<file path="src/rtl/mcu_cmd_sequencer_if.sv">
// MCU command sequencer memory write port.
// Write is held by the master until mem_ready is seen.
`timescale 1ns/1ps
interface mcu_cmd_sequencer_if;
  logic [15:0] mem_addr;
  logic [7:0]  mem_data;
  logic        mem_we;
  logic        mem_ready;

  modport master (
    output mem_addr,
    output mem_data,
    output mem_we,
    input  mem_ready
  );

  modport slave (
    input  mem_addr,
    input  mem_data,
    input  mem_we,
    output mem_ready
  );
endinterface

</file>
<file path="src/rtl/mcu_cmd_sequencer.sv">
// MCU byte-strobe command sequencer driving a memory write port.
// Optional macro MCU_CMD_ERR_COUNT_EN enables the saturating err_count.
`timescale 1ns/1ps
module mcu_cmd_sequencer #(
  parameter int SAMPLE_DELAY = 14
) (
  input  logic                       sysclk,
  input  logic                       rst_n,
  input  logic                       busclk,
  input  logic [7:0]                 bus,
  input  logic                       command_data,
  mcu_cmd_sequencer_if.master        mem,
  output logic                       led,
  output logic                       overflow,
  output logic                       bad_cmd,
  output logic [7:0]                 err_count
);

  typedef enum logic [2:0] {
    S_IDLE,
    S_ADDR_LO,
    S_ADDR_HI,
    S_WRITE,
    S_LED_ARG
  } state_t;

  localparam logic [7:0] DLY = 8'(SAMPLE_DELAY);

  state_t      state_q;
  logic [3:0]  sync_q;
  logic [7:0]  cnt_q;
  logic        cap_v;
  logic        cap_cmd;
  logic [7:0]  cap_byte;

  logic edge_det;
  logic blocked;
  logic proc;
  logic is_cmd;
  logic is_dat;
  logic accept;
  logic ovf_evt;
  logic bad_evt;
  logic clr_evt;

  assign edge_det = (sync_q[3:1] == 3'b011);

  // Address bytes wait while a write is pending so the
  // increment of that write lands before they are applied.
  assign blocked = cap_v && !cap_cmd && mem.mem_we &&
                   (state_q == S_ADDR_LO ||
                    state_q == S_ADDR_HI);

  assign proc    = cap_v && !blocked;
  assign is_cmd  = proc && cap_cmd;
  assign is_dat  = proc && !cap_cmd;
  assign accept  = mem.mem_we && mem.mem_ready;

  assign ovf_evt = is_dat && (state_q == S_WRITE) &&
                   mem.mem_we && !mem.mem_ready;
  assign bad_evt = is_cmd && (cap_byte > 8'h04);
  assign clr_evt = is_cmd && (cap_byte == 8'h04);

  always_ff @(posedge sysclk or negedge rst_n) begin
    if (!rst_n) begin
      sync_q   <= 4'h0;
      cnt_q    <= 8'h00;
      cap_v    <= 1'b0;
      cap_cmd  <= 1'b0;
      cap_byte <= 8'h00;
    end else begin
      sync_q <= {sync_q[2:0], busclk};
      if (edge_det) begin
        cnt_q <= DLY;
      end else if (cnt_q != 8'h00) begin
        cnt_q <= cnt_q - 8'h01;
      end
      if (cnt_q == 8'h01) begin
        cap_v    <= 1'b1;
        cap_byte <= bus;
        cap_cmd  <= command_data;
      end else if (proc) begin
        cap_v <= 1'b0;
      end
    end
  end

  always_ff @(posedge sysclk or negedge rst_n) begin
    if (!rst_n) begin
      state_q      <= S_IDLE;
      mem.mem_addr <= 16'h0000;
      mem.mem_data <= 8'h00;
      mem.mem_we   <= 1'b0;
      led          <= 1'b0;
      overflow     <= 1'b0;
      bad_cmd      <= 1'b0;
    end else begin
      if (accept) begin
        mem.mem_we   <= 1'b0;
        mem.mem_addr <= mem.mem_addr + 16'h0001;
      end
      if (ovf_evt) begin
        overflow <= 1'b1;
      end
      if (bad_evt) begin
        bad_cmd <= 1'b1;
      end
      if (clr_evt) begin
        overflow <= 1'b0;
        bad_cmd  <= 1'b0;
      end
      if (is_cmd) begin
        unique case (1'b1)
          cap_byte == 8'h01: state_q <= S_ADDR_LO;
          cap_byte == 8'h02: state_q <= S_WRITE;
          cap_byte == 8'h03: state_q <= S_LED_ARG;
          default:           state_q <= S_IDLE;
        endcase
      end else if (is_dat) begin
        unique case (state_q)
          S_ADDR_LO: begin
            mem.mem_addr[7:0] <= cap_byte;
            state_q           <= S_ADDR_HI;
          end
          S_ADDR_HI: begin
            mem.mem_addr[15:8] <= cap_byte;
            state_q            <= S_IDLE;
          end
          S_LED_ARG: begin
            led     <= cap_byte[0];
            state_q <= S_IDLE;
          end
          S_WRITE: begin
            if (!mem.mem_we || mem.mem_ready) begin
              mem.mem_we   <= 1'b1;
              mem.mem_data <= cap_byte;
            end
          end
          default: begin
          end
        endcase
      end
    end
  end

`ifdef MCU_CMD_ERR_COUNT_EN
  always_ff @(posedge sysclk or negedge rst_n) begin
    if (!rst_n) begin
      err_count <= 8'h00;
    end else if (clr_evt) begin
      err_count <= 8'h00;
    end else if ((ovf_evt || bad_evt) &&
                 (err_count != 8'hFF)) begin
      err_count <= err_count + 8'h01;
    end
  end
`else
  assign err_count = 8'h00;
`endif

endmodule

</file>
<file path="src/flat_wrapper.sv">
// flat-port wrapper written by rule: the top's interface ports become plain ports
module mcu_cmd_sequencer_flat 
#(
  parameter int SAMPLE_DELAY = 14
)
  (sysclk, rst_n, busclk, bus, command_data, led, overflow, bad_cmd, err_count, mem_mem_addr, mem_mem_data, mem_mem_we, mem_mem_ready);
  mcu_cmd_sequencer_if mem_i ();
  input  logic sysclk;
  input  logic rst_n;
  input  logic busclk;
  input  logic [7:0] bus;
  input  logic command_data;
  output logic led;
  output logic overflow;
  output logic bad_cmd;
  output logic [7:0] err_count;
  output wire logic [$bits(mem_i.mem_addr)-1:0] mem_mem_addr;
  output wire logic [$bits(mem_i.mem_data)-1:0] mem_mem_data;
  output wire logic [$bits(mem_i.mem_we)-1:0] mem_mem_we;
  input wire logic [$bits(mem_i.mem_ready)-1:0] mem_mem_ready;
  assign mem_mem_addr = mem_i.mem_addr;
  assign mem_mem_data = mem_i.mem_data;
  assign mem_mem_we = mem_i.mem_we;
  assign mem_i.mem_ready = mem_mem_ready;
  mcu_cmd_sequencer #(.SAMPLE_DELAY(SAMPLE_DELAY)) u_core (.sysclk(sysclk), .rst_n(rst_n), .busclk(busclk), .bus(bus), .command_data(command_data), .mem(mem_i), .led(led), .overflow(overflow), .bad_cmd(bad_cmd), .err_count(err_count));
endmodule
</file>
<file path="config.mk">
export PLATFORM = sky130hd
export DESIGN_NAME = mcu_cmd_sequencer_flat
export DESIGN_NICKNAME = d
export VERILOG_FILES = /design/src/rtl/mcu_cmd_sequencer_if.sv /design/src/rtl/mcu_cmd_sequencer.sv /design/src/flat_wrapper.sv
export SDC_FILE = /design/constraint.sdc
export NUM_CORES = 1
export LEC_CHECK = 0
export ABC_CLOCK_PERIOD_IN_PS = 4900
export CORE_ASPECT_RATIO = 1.4
export CORE_MARGIN = 2
export CORE_UTILIZATION = 40
export DETAILED_ROUTE_END_ITERATION = 6
export PLACE_DENSITY_LB_ADDON = 0.1
export SETUP_SLACK_MARGIN = 0.3
export SLEW_MARGIN = 20
export SYNTH_ARGS = -nofsm -noshare
export SYNTH_HDL_FRONTEND = slang
export SYNTH_SLANG_ARGS = --single-unit
</file>
<file path="constraint.sdc">
create_clock -name sysclk -period 4.9 [get_ports sysclk]
set_clock_uncertainty 0.05 [all_clocks]
set_input_delay 0.98 -clock sysclk [delete_from_list [all_inputs] [get_ports sysclk]]
set_output_delay 0.98 -clock sysclk [all_outputs]
set_load 0.05 [all_outputs]
</file>
* After elaboration in Yosys (flattened, before gate mapping)
Cells that the tools add are included.
** Word-level totals
- Output and inout port bits :: 36
- Logic and storage cells :: 77
- Register bits :: 53
- Input bits :: 13
** Cells by class
- Mux-type cells :: 22
- Reductions and logical operators :: 29
- Equality and inequality tests :: 10
- Bitwise operators :: 1
- Add/subtract/negate cells :: 2
- Order comparisons :: 1
** Operators with widths (number)
- $mux 16 :: 3
- $mux 8 :: 4
- $add 16x1->16 const B :: 1
- $eq 8x1->1 const B :: 2
- $eq 8x2->1 const B :: 2
- $logic_and 1x1->1 :: 12
- $mux 1 :: 11
- $reduce_bool 2->1 :: 5
- $eq 3x2->1 const B :: 3
- $pmux 3 s3 :: 1
- $eq 8x3->1 const B :: 1
- $gt 8x3->1 const B :: 1
- $reduce_bool 8->1 :: 1
- $sub 8x1->8 const B :: 1
- $mux 3 :: 2
- $pmux 3 s2 :: 1
- $logic_not 1->1 :: 4
- $reduce_and 4->1 :: 1
- $eq 3x1->1 const B :: 1
- $eq 3x3->1 const B :: 1
- $reduce_and 3->1 :: 1
- $reduce_bool 3->1 :: 1
- $logic_or 1x1->1 :: 2
- $reduce_and 2->1 :: 1
- 2 further kinds :: 2

* Longest topological paths before layout
- Depth after elaboration :: 12
- Mapped depth :: 6
- Gate-level depth less buffers :: 6

* Worst setup path after synthesis
OpenSTA, ideal clock, no wires.
- Kind :: input to register
- Start point :: input port mem_mem_ready
- End point :: register u_core.mem.mem_addr[13]
- Path buffers :: 1
- Cell stages on the path :: 5
- Setup slack :: 2.906 ns
- Library setup time :: 0.082 ns
- Data arrival time :: 1.862 ns
- Required time :: 4.768 ns
- Path through :: and4_1 -> clkbuf_1 -> nand4_1 -> or3_1 -> a31oi_1
** On the way
- Longest elaborated chain between the ends :: 5
** Ends and longest elaborated chain
- start: declaration :: line flat_wrapper.sv:20 : input wire logic [$bits(mem_i.mem_ready)-1:0] mem_mem_ready;
- $logic_and 1x1->1 * :: line mcu_cmd_sequencer.sv:57 : assign accept = mem.mem_we && mem.mem_ready;
- $mux 16 * :: line mcu_cmd_sequencer.sv:98 : if (accept) begin
- $mux 8 :: line mcu_cmd_sequencer.sv:120 : unique case (state_q)
- $mux 16 :: line mcu_cmd_sequencer.sv:119 : end else if (is_dat) begin
- $mux 16 * :: line mcu_cmd_sequencer.sv:112 : if (is_cmd) begin
- end signal: assignment :: line mcu_cmd_sequencer.sv:100 : mem.mem_addr <= mem.mem_addr + 16'h0001;
- end signal: assignment :: line mcu_cmd_sequencer.sv:126 : mem.mem_addr[15:8] <= cap_byte;
- end: declaration :: line mcu_cmd_sequencer_if.sv:11 : output mem_addr,
Every way passes the cells marked *; elsewhere a longest branch is shown, timed or not.
A chain may end at the register's enable or synchronous reset.

* Worst setup path after layout
- Start point :: register u_core.mem.mem_we
- End point :: output port mem_mem_we
** RTL lines
- start: declaration :: line mcu_cmd_sequencer_if.sv:13 : output mem_we,
- start signal: assignment :: line mcu_cmd_sequencer.sv:93 : mem.mem_we <= 1'b0;
- start signal: assignment :: line mcu_cmd_sequencer.sv:99 : mem.mem_we <= 1'b0;
- start signal: assignment :: line mcu_cmd_sequencer.sv:135 : mem.mem_we <= 1'b1;
- end: declaration :: line flat_wrapper.sv:19 : output wire logic [$bits(mem_i.mem_we)-1:0] mem_mem_we;
No word-level cell between the ends.

==> results.rst <==
.. list-table::
   :header-rows: 1

   * - Metric
     - Value
   * - Synth async-reset ratio
     - 1.00
   * - Type of the worst setup path
     - reg2out
   * - Clk pwr share
     - 0.163
   * - Setup fix buffers added after clock tree synthesis
     - 0
   * - TNS Setup
     - 0 ns
   * - Wire length of the first global-routing pass
     - roughly 9 mm
   * - Internal cell power
     - ~900 uW
   * - Cell Area, Placed
     - roughly 3000 um2
   * - Latest clock arrival within the worst-skew pair
     - slightly above 0.3 ns
   * - Flop and latch count out of synthesis
     - 53
   * - Number of global-route vias before repair
     - around 1,800
   * - HPWL after DPL
     - 3.58 mm
   * - Crit. Startpoint
     - u_core.mem.mem_we
   * - Worst-case vdd ir drop
     - approximately 0.0002 V
   * - CP max stage delay
     - between 0.8 and 0.9 ns
   * - Clock buffer depth
     - 2
   * - Final number of setup-violating endpoints
     - 0
   * - Part of the power in combinational logic
     - 0.355
   * - Number of antenna cells inserted
     - 0
   * - Root buffer cell
     - sky130_fd_sc_hd__clkbuf_8
   * - Endpoints failing hold
     - 0
   * - Ys Warns
     - 0
   * - Die span in y
     - 98.8 um
   * - Switching part of the total
     - 0.411
   * - Filler cell count
     - around 610
   * - Endpoint of the worst register-to-register path
     - u_core.cap_byte[0]
   * - Total clock buffers created by CTS
     - 5
   * - Clk sinks
     - 53
   * - Routed Antenna Nets
     - 0
   * - EDFF count, synth
     - 0
   * - Width of the chip
     - approximately 70 um
   * - Bufs and invs on worst path
     - 1
   * - Via total after detailed routing
     - 1,850
   * - Worst Tran Pin Value
     - 0.681 ns
   * - Average wire per cell in the routed design
     - about 15 um
   * - Placeable core area
     - just over 6000 um2
   * - Leakage power summed over all cells
     - 0.00132 uW
   * - Data required time of the worst path
     - around 3.9 ns
   * - Number of remaining DRC errors
     - 0
   * - Primary FF master, synth
     - sky130_fd_sc_hd__dfrtp_1
   * - Initial cell density of the core
     - 0.414
   * - Clk slew on worst S/H paths
     - roughly 0.090 ns
   * - Routed wire length
     - a little over 5 mm
   * - Number of cells on the critical path
     - 1
   * - Total Routing Usage GR
     - 0.159
   * - I/O pin total
     - 49
   * - CP top delay family
     - buffers and inverters
   * - Final standard cell utilization of the core
     - 0.495
   * - Class of the tightest hold or removal check
     - reg2reg
   * - Final global-route overflow total
     - 0
   * - Final design instance area without fill
     - approximately 3000 um2
   * - Status
     - finished clean
   * - Count of mapped cells out of synthesis
     - roughly 240
   * - FF-to-FF path depth
     - 4
   * - Master of the slowest instance on the critical path
     - sky130_fd_sc_hd__clkdlybuf4s50_1
   * - Launching element type of the critical path
     - flop
   * - Slack of the worst reg-to-reg path
     - a little under 3 ns
   * - Initial antenna violation count
     - 0
   * - Maximum number of pins on one net before global-route repair
     - 54
   * - Layout overhead on the synthesized area
     - 19.7%
   * - Total Nets Final
     - just under 300
   * - Largest fanout on the critical path
     - 10
   * - Cell Area, Synth
     - between 2000 and 3000 um2
   * - Psw
     - roughly 610 uW
   * - Upper clock frequency limit
     - around 0.36 GHz
   * - Length of the first detailed-routing pass in iterations
     - 4
   * - H-tree Lvls
     - 2
   * - Fraction of the yosys area taken by sequential cells
     - 0.516
   * - Max-slew violation count
     - 0
   * - Post-detailed-route via-to-cell ratio
     - about 5.3
   * - Relative slew margins
     - 0.546
   * - Placement Rows
     - 34
   * - Proportion of layout cells with a drive suffix above 1
     - 0.114
   * - Sequential share of power
     - 0.482
   * - Period minus WS final
     - roughly 2.8 ns
   * - Worst path cell trace
     - clkdlybuf4s50_1
   * - Period utilisation layout
     - 0.563
   * - Worst slack at placement
     - 2.23 ns
   * - Reg area
     - 1330 um2
   * - Mean instance size in the synthesized netlist
     - approximately 11 um2
   * - Die Outline Area
     - 7090 um2
   * - Post-route worst setup slack
     - 2.14 ns
   * - Hold Path Depth
     - 0
   * - Routability-driven placement congestion ratio
     - between 0.7 and 0.8
   * - Number of distinct library cells after synthesis
     - between 40 and 50
   * - Initial DRC Count
     - between 100 and 150
   * - Count of input and output buffers
     - 40
   * - Startpoint of the worst register-to-register path
     - u_core.cnt_q[4]
   * - Tot Pwr
     - around 1500 uW
   * - Multi-input combinational cell area
     - between 1000 and 1500 um2
   * - Worst setup endpoint
     - mem_mem_we
   * - Endpoint class of the critical path
     - output pin
   * - Post-cts sizing count
     - 0
   * - Max Cap Violations
     - 0
   * - TritonCTS clock tree
     - built
   * - Total power density per cell area
     - around 480 nW/um2
   * - Arr. time, crit path
     - approximately 1.7 ns
   * - Setup repair after global routing missed its margin
     - false
   * - CTS Hold Buffers Added
     - 0
-- sequential cells by signal (all words and copies together) (netlist names) --
name,count
u_core.bad_cmd,1
u_core.cap_byte,8
u_core.cap_cmd,1
u_core.cap_v,1
u_core.cnt_q,8
u_core.led,1
u_core.mem.mem_addr,16
u_core.mem.mem_data,8
u_core.mem.mem_we,1
u_core.overflow,1
u_core.state_q,3
u_core.sync_q,4
-- synthesized netlist by cell type (2+ instances only) --
cell,n,area (um2)
sky130_fd_sc_hd__nor3_1,2,10.0
sky130_fd_sc_hd__o31ai_1,2,15.0
sky130_fd_sc_hd__xnor2_1,2,17.5
sky130_fd_sc_hd__nor2_1,24,90.1
sky130_fd_sc_hd__nand2_1,15,56.3
sky130_fd_sc_hd__ha_1,4,50.1
sky130_fd_sc_hd__nand3_1,7,35.0
sky130_fd_sc_hd__and2_1,2,12.5
sky130_fd_sc_hd__nor3b_1,3,22.5
sky130_fd_sc_hd__or3_1,4,25.0
sky130_fd_sc_hd__nand4_1,10,62.6
sky130_fd_sc_hd__clkbuf_1,9,33.8
sky130_fd_sc_hd__mux2i_1,3,30.0
sky130_fd_sc_hd__nor2b_1,2,12.5
sky130_fd_sc_hd__mux2_2,18,203
sky130_fd_sc_hd__dfrtp_1,53,1330
sky130_fd_sc_hd__a21oi_1,17,85.1
sky130_fd_sc_hd__o21ai_0,6,30.0
sky130_fd_sc_hd__inv_1,5,18.8
sky130_fd_sc_hd__xor2_1,15,131
sky130_fd_sc_hd__buf_4,8,60.1
sky130_fd_sc_hd__and3_1,2,12.5
sky130_fd_sc_hd__o311ai_1,2,17.5
sky130_fd_sc_hd__or4_1,2,15.0
sky130_fd_sc_hd__o21a_1,2,15.0
sky130_fd_sc_hd__and4_1,4,35.0
sky130_fd_sc_hd__nor4b_1,2,17.5
sky130_fd_sc_hd__nand4b_1,2,17.5
-- power groups by stage --
stage          registers (uW)  clock network [uW]  logic, uW
6_report                  716                 243        527
5_1_grt                   747                 272        575
4_1_cts                   720                 257        534
3_5_place_dp              727                   0        531
3_3_place_gp              727                   0        523
2_1_floorplan             806                   0        273
-- cells in the final DEF, fill, tap and decap left out, types with 2 or more instances in the layout --
cell type,instances
sky130_fd_sc_hd__a21oi_1,17
sky130_fd_sc_hd__and2_1,2
sky130_fd_sc_hd__and3_1,2
sky130_fd_sc_hd__and4_1,4
sky130_fd_sc_hd__clkbuf_8,5
sky130_fd_sc_hd__clkdlybuf4s50_1,39
sky130_fd_sc_hd__clkinv_2,2
sky130_fd_sc_hd__conb_1,8
sky130_fd_sc_hd__dfrtp_1,53
sky130_fd_sc_hd__ha_1,4
sky130_fd_sc_hd__inv_1,5
sky130_fd_sc_hd__mux2_2,18
sky130_fd_sc_hd__mux2i_1,3
sky130_fd_sc_hd__nand2_1,15
sky130_fd_sc_hd__nand3_1,7
sky130_fd_sc_hd__nand4_1,10
sky130_fd_sc_hd__nand4b_1,2
sky130_fd_sc_hd__nor2_1,24
sky130_fd_sc_hd__nor2b_1,2
sky130_fd_sc_hd__nor3_1,2
sky130_fd_sc_hd__nor3b_1,3
sky130_fd_sc_hd__nor4b_1,2
sky130_fd_sc_hd__o21a_1,2
sky130_fd_sc_hd__o21ai_0,6
sky130_fd_sc_hd__o311ai_1,2
sky130_fd_sc_hd__o31ai_1,2
sky130_fd_sc_hd__or3_1,4
sky130_fd_sc_hd__or4_1,2
sky130_fd_sc_hd__xnor2_1,2
sky130_fd_sc_hd__xor2_1,15
-- final cells by class --
class | count | share of cell area
clock buffers | 5 | 0.0224
well taps | 72 | 0.0293
clock inverters | 3 | 0.00570
flip-flops and latches | 53 | 0.431
inverters | 5 | 0.00610
repair buffers | 41 | 0.131
multi-input cells | 173 | 0.374
-- how the worst min path moves through the flow --
stage,from,end,slack [ns]
floorplan,u_core.sync_q[0],u_core.sync_q[1],0.28
global placement,u_core.sync_q[0],u_core.sync_q[1],0.28
detailed placement,u_core.sync_q[0],u_core.sync_q[1],0.29
CTS,u_core.sync_q[0],u_core.sync_q[1],0.32
global route,u_core.sync_q[0],u_core.sync_q[1],0.34
finish,u_core.sync_q[0],u_core.sync_q[1],0.31
-- metrics by stage --
step	hold slack (ns)	std cells
floorplan	0.281	249
global placement	0.284	344
detailed placement	0.294	344
CTS	0.316	352
global route	0.341	352
finish	0.313	352
-- metal layers --
metal / vias up / routed length (um) / track usage
met5: - / 0 / 0
met4: 0 / 85 / 0.0653
met3: 6 / 232 / 0.0307
met2: 39 / 2460 / 0.258
met1: 893 / 2350 / 0.207
li1: 912 / - / -
-- kinds of logic (layout without fill, tap and decap cells) --
kind of cell | after synthesis | in the layout | share of synthesized area
adders and majority gates | 4 | 4 | 0.0195
DFF | 53 | 53 | 0.516
AOI/OAI and AO/OA | 36 | 36 | 0.0838
xor gates and xnor gates | 17 | 17 | 0.0580
muxes | 21 | 21 | 0.0906
other | 1 | 8 | 0.00146
and+or+nand+nor | 87 | 87 | 0.185
buffers and inverters | 23 | 54 | 0.0458
(Power assumes the default switching activity.)
